--- src/rtl/risc_pkg.sv ---
// Shared VeriRisc constants: opcodes, instruction-cycle phases and the ALU-op decode.
// Also imported by the ALU so that both sides use the same opcode encoding.
package risc_pkg;

  localparam logic [2:0] HLT = 3'd0;
  localparam logic [2:0] SKZ = 3'd1;
  localparam logic [2:0] ADD = 3'd2;
  localparam logic [2:0] AND = 3'd3;
  localparam logic [2:0] XOR = 3'd4;
  localparam logic [2:0] LDA = 3'd5;
  localparam logic [2:0] STO = 3'd6;
  localparam logic [2:0] JMP = 3'd7;

  typedef enum logic [2:0] {
    INST_ADDR  = 3'd0,
    INST_FETCH = 3'd1,
    INST_LOAD  = 3'd2,
    IDLE       = 3'd3,
    OP_ADDR    = 3'd4,
    OP_FETCH   = 3'd5,
    ALU_OP     = 3'd6,
    STORE      = 3'd7
  } phase_e;

  // Opcodes that read a memory operand and write the accumulator.
  function automatic logic is_aluop(input logic [2:0] op);
    return (op == ADD) || (op == AND) || (op == XOR) || (op == LDA);
  endfunction

endpackage

--- src/rtl/risc_phase_counter.sv ---
// 3-bit wrapping instruction-phase counter with synchronous active-low reset.
// Latency: phase advances one step per clk; no handshake, hold freezes the current phase.
module risc_phase_counter
  import risc_pkg::*;
(
  input  logic   clk,
  input  logic   rst_n,
  input  logic   hold,
  output phase_e phase
);

  phase_e phase_q;
  phase_e phase_d;

  always_ff @(posedge clk) begin
    if (!rst_n) phase_q <= INST_ADDR;
    else        phase_q <= phase_d;
  end

  always_comb begin
    phase_d = phase_q;
    if (!hold) phase_d = phase_e'(phase_q + 3'd1);
  end

  assign phase = phase_q;

endmodule

--- config.mk ---
export PLATFORM = sky130hd
export DESIGN_NAME = risc_phase_counter
export DESIGN_NICKNAME = d
export VERILOG_FILES = /design/src/rtl/risc_pkg.sv /design/src/rtl/risc_phase_counter.sv
export SDC_FILE = /design/constraint.sdc
export NUM_CORES = 1
export LEC_CHECK = 0
export ABC_AREA = 1
export CORE_AREA = 10 10 47 49
export CTS_BUF_LIST = sky130_fd_sc_hd__clkbuf_16
export CTS_CLUSTER_SIZE = 14
export DETAILED_ROUTE_END_ITERATION = 16
export DIE_AREA = 0 0 57 59
export DONT_BUFFER_PORTS = 1
export SETUP_SLACK_MARGIN = 0.5
export SLEW_MARGIN = 20
export SYNTH_ARGS = -nofsm -noshare
export SYNTH_HDL_FRONTEND = slang
export SYNTH_SLANG_ARGS = --single-unit
--- constraint.sdc ---
create_clock -name clk -period 2.25 [get_ports clk]
set_clock_uncertainty 0.05 [all_clocks]
set_input_delay 0.3375 -clock clk [delete_from_list [all_inputs] [get_ports clk]]
set_output_delay 0.3375 -clock clk [all_outputs]
set_load 0.02 [all_outputs]
==> flow_summary.yaml <==
outcome:
  status: "completed"
critical_path:
  required_ns: 2.31
  ff2ff_path_depth: 3
  worstSetupEndpointType: "register"
  reg2reg_slack_ns: 1.13
  critical_path_peak_fanout: 4
  rr_startpoint: "phase[0]"
  reg2reg_to: "phase[1]"
  worstSetupPathType: "register to register"
  cp-start-kind: "register"
  cp.arrival_ns: 1.18
synth:
  seq_area_frac_synth_pct: 47.52
  yosysTopAreaCell: "dfxtp_1"
  synth_top_family_by_area: "simple AND/OR/NAND/NOR gates"
  syn_inst: 16
  synthAdderAreaFrac_pct: 9.901
  synth_most_common_cell: "nor2_1"
  ys_warn_count: 0
  syn_area_um2: 126.4
  ys_top_cells_by_area: "dfxtp_1, nor2_1, ha_1"
  yosysTopAreaCellShare_pct: 47.52
  synth-xor-area-share_pct: 0
  synth_simple_gate_area_share_pct: 31.68
  async_flop_share_pct: 0
  synth_ff_type: "dfxtp_1"
  avgSynthCellArea_um2: 7.898
  synth_compound_area_share_pct: 7.921
  synth_nets: 20
  synth_mux_area_share_pct: 0
  ys_ff_latch: 3
  synth-edff-count: 0
  synth_cell_types: 8
  synth.top_cells.by_count: "nor2_1, dfxtp_1, nand2_1"
timing:
  max_freq_mhz: 896.0
  finalCriticalPeriod_ns: 1.116
  final.setup.tns_ns: 0
  finalCritPeriodShare_pct: 49.60
  finalSetupViolations: 0
  tightest_slew_ns: 0.2915
  finalHoldViolations: 0
  relSlewSlack_pct: 80.54
  report.final.slew_viol_count: 0
  rsz0062_at_grt: "no"
detailed_routing:
  drc: 0
  drt_iter0_drc: 2
  wl_per_cell_um: 7.306
  dr_total_vias: 121
  antenna_left: 0
  viasPerCell: 3.361
  drt-pass1-iter-count: 3
  drt_wl_total_um: 263
min_path:
  min_from: "rst_n"
  hold_path_class: "input pin to register"
  holdPathEnd: "phase[0]"
  holdPathStages: 2
clock_tree:
  ctsHoldBuffers: 0
  cts_resized: 0
  clkTransAtPathRegs_ns: 0.03
  post_cts_buffers: 0
  cts_buffers: 3
  cts_max_path_buffers: 2
  clk_latency_ns: 0.22
  h-tree-depth: 1
  clock_tree.root_cell: "clkbuf_16"
  cts.sinks: 3
  cts_tree: "built"
placement:
  gp_congestion: 0.6325
  placed_cell_area_um2: 146.4
  io_buffer_count: 0
floorplan:
  num_rows: 14
  core-area_um2: 1401
  initial_core_util_pct: 9.018
  die_area_um2: 3363
  io_pins: 6
  die_w_um: 57
  die_h_um: 59
finish:
  nFillCells: 161
  area_growth_pct: 78.22
  final_nets: 25
  largest_reg_flops: 3
  design_area_um2: 225.2
  drive_gt1_share_pct: 25.00
  antennaDiodeCount: 0
power:
  p_leak_uw: 0.0001017
  power_density_nw_per_um2: 1551
  peakVddDrop_v: 0.0001775
global_route:
  overflow: 0
  grt_pass1_vias: 104
  gr-usage-all-layers_pct: 2.206
  grt_pass1_wl_um: 448
  antenna_found_initial: 0
  grt_max_degree: 6
flow_run:
  max_cap_violations: 0
==> worst max-delay path, stage by stage (launching register included) <==
cell and delay [ns]:
dfxtp_1 0.48, ha_1 0.28, o21ai_0 0.14, nor2_1 0.06
==> per-stage QoR <==
| step | utilization (%) | hold WS [ns] | std cells | power (uW) | worst slack (ns) |
|---|---|---|---|---|---|
| after floorplan | - | 0.4080 | 16 | 72.32 | 1.187 |
| after global placement | 10.45 | 0.4127 | 32 | 73.95 | 1.133 |
| after detailed placement | 10.45 | 0.4151 | 32 | 74.36 | 1.131 |
| after CTS | 16.07 | 0.1834 | 36 | 355.9 | 1.122 |
| after global routing | 16.07 | 0.2063 | 36 | 364.2 | 1.087 |
| final | 16.07 | 0.1839 | 36 | 349.3 | 1.134 |
==> where the power goes <==
part	internal, uW	switching [uW]	total [uW]
sequential	57.1	7.75	64.9
combinational	3.78	4.65	8.43
clock	229	47.0	276
==> worst max-delay path by stage <==
| stage | startpoint | endpoint | cells past startpoint |
|---|---|---|---|
| after global placement | phase[0] | phase[1] | 3 |
| after floorplan | phase[0] | phase[1] | 3 |
| after detailed placement | phase[0] | phase[1] | 3 |
| final | phase[0] | phase[1] | 3 |
| after CTS | phase[0] | phase[1] | 3 |
| after global routing | phase[0] | phase[1] | 3 |
==> cell families (layout without fill, tap and decap cells) <==
family / count (synthesis) / count (layout)
simple gates: 9 / 9
fa+ha+maj: 1 / 1
flops: 3 / 3
buf+inv: 1 / 5
compound gates: 2 / 2
==> area by class of cell <==
class                           instances  area, um^2  share of cell area, %
Clock buffer                            3       75.07                  33.33
Clock inverter                          1       3.754                  1.667
Inverter                                1       3.754                  1.667
Multi-Input combinational cell         12       62.56                  27.78
Sequential cell                         3       60.06                  26.67
Tap cell                               16       20.02                  8.889
==> cell usage in the layout, fill, tap and decap left out <==
master	n
a21oi_1	1
clkbuf_16	3
dfxtp_1	3
ha_1	1
inv_1	1
inv_2	1
nand2_1	3
nand3_2	1
nor2_1	5
o21ai_0	1
==> layer usage <==
layer | GRT usage, % | vias to the layer above | routed length, um
li1 | - | 59 | -
met1 | 1.310 | 51 | 79
met2 | 1.705 | 9 | 97
met3 | 3.004 | 2 | 67
met4 | 5.034 | 0 | 19
met5 | 0 | - | 0
(Power assumes the default switching activity.)
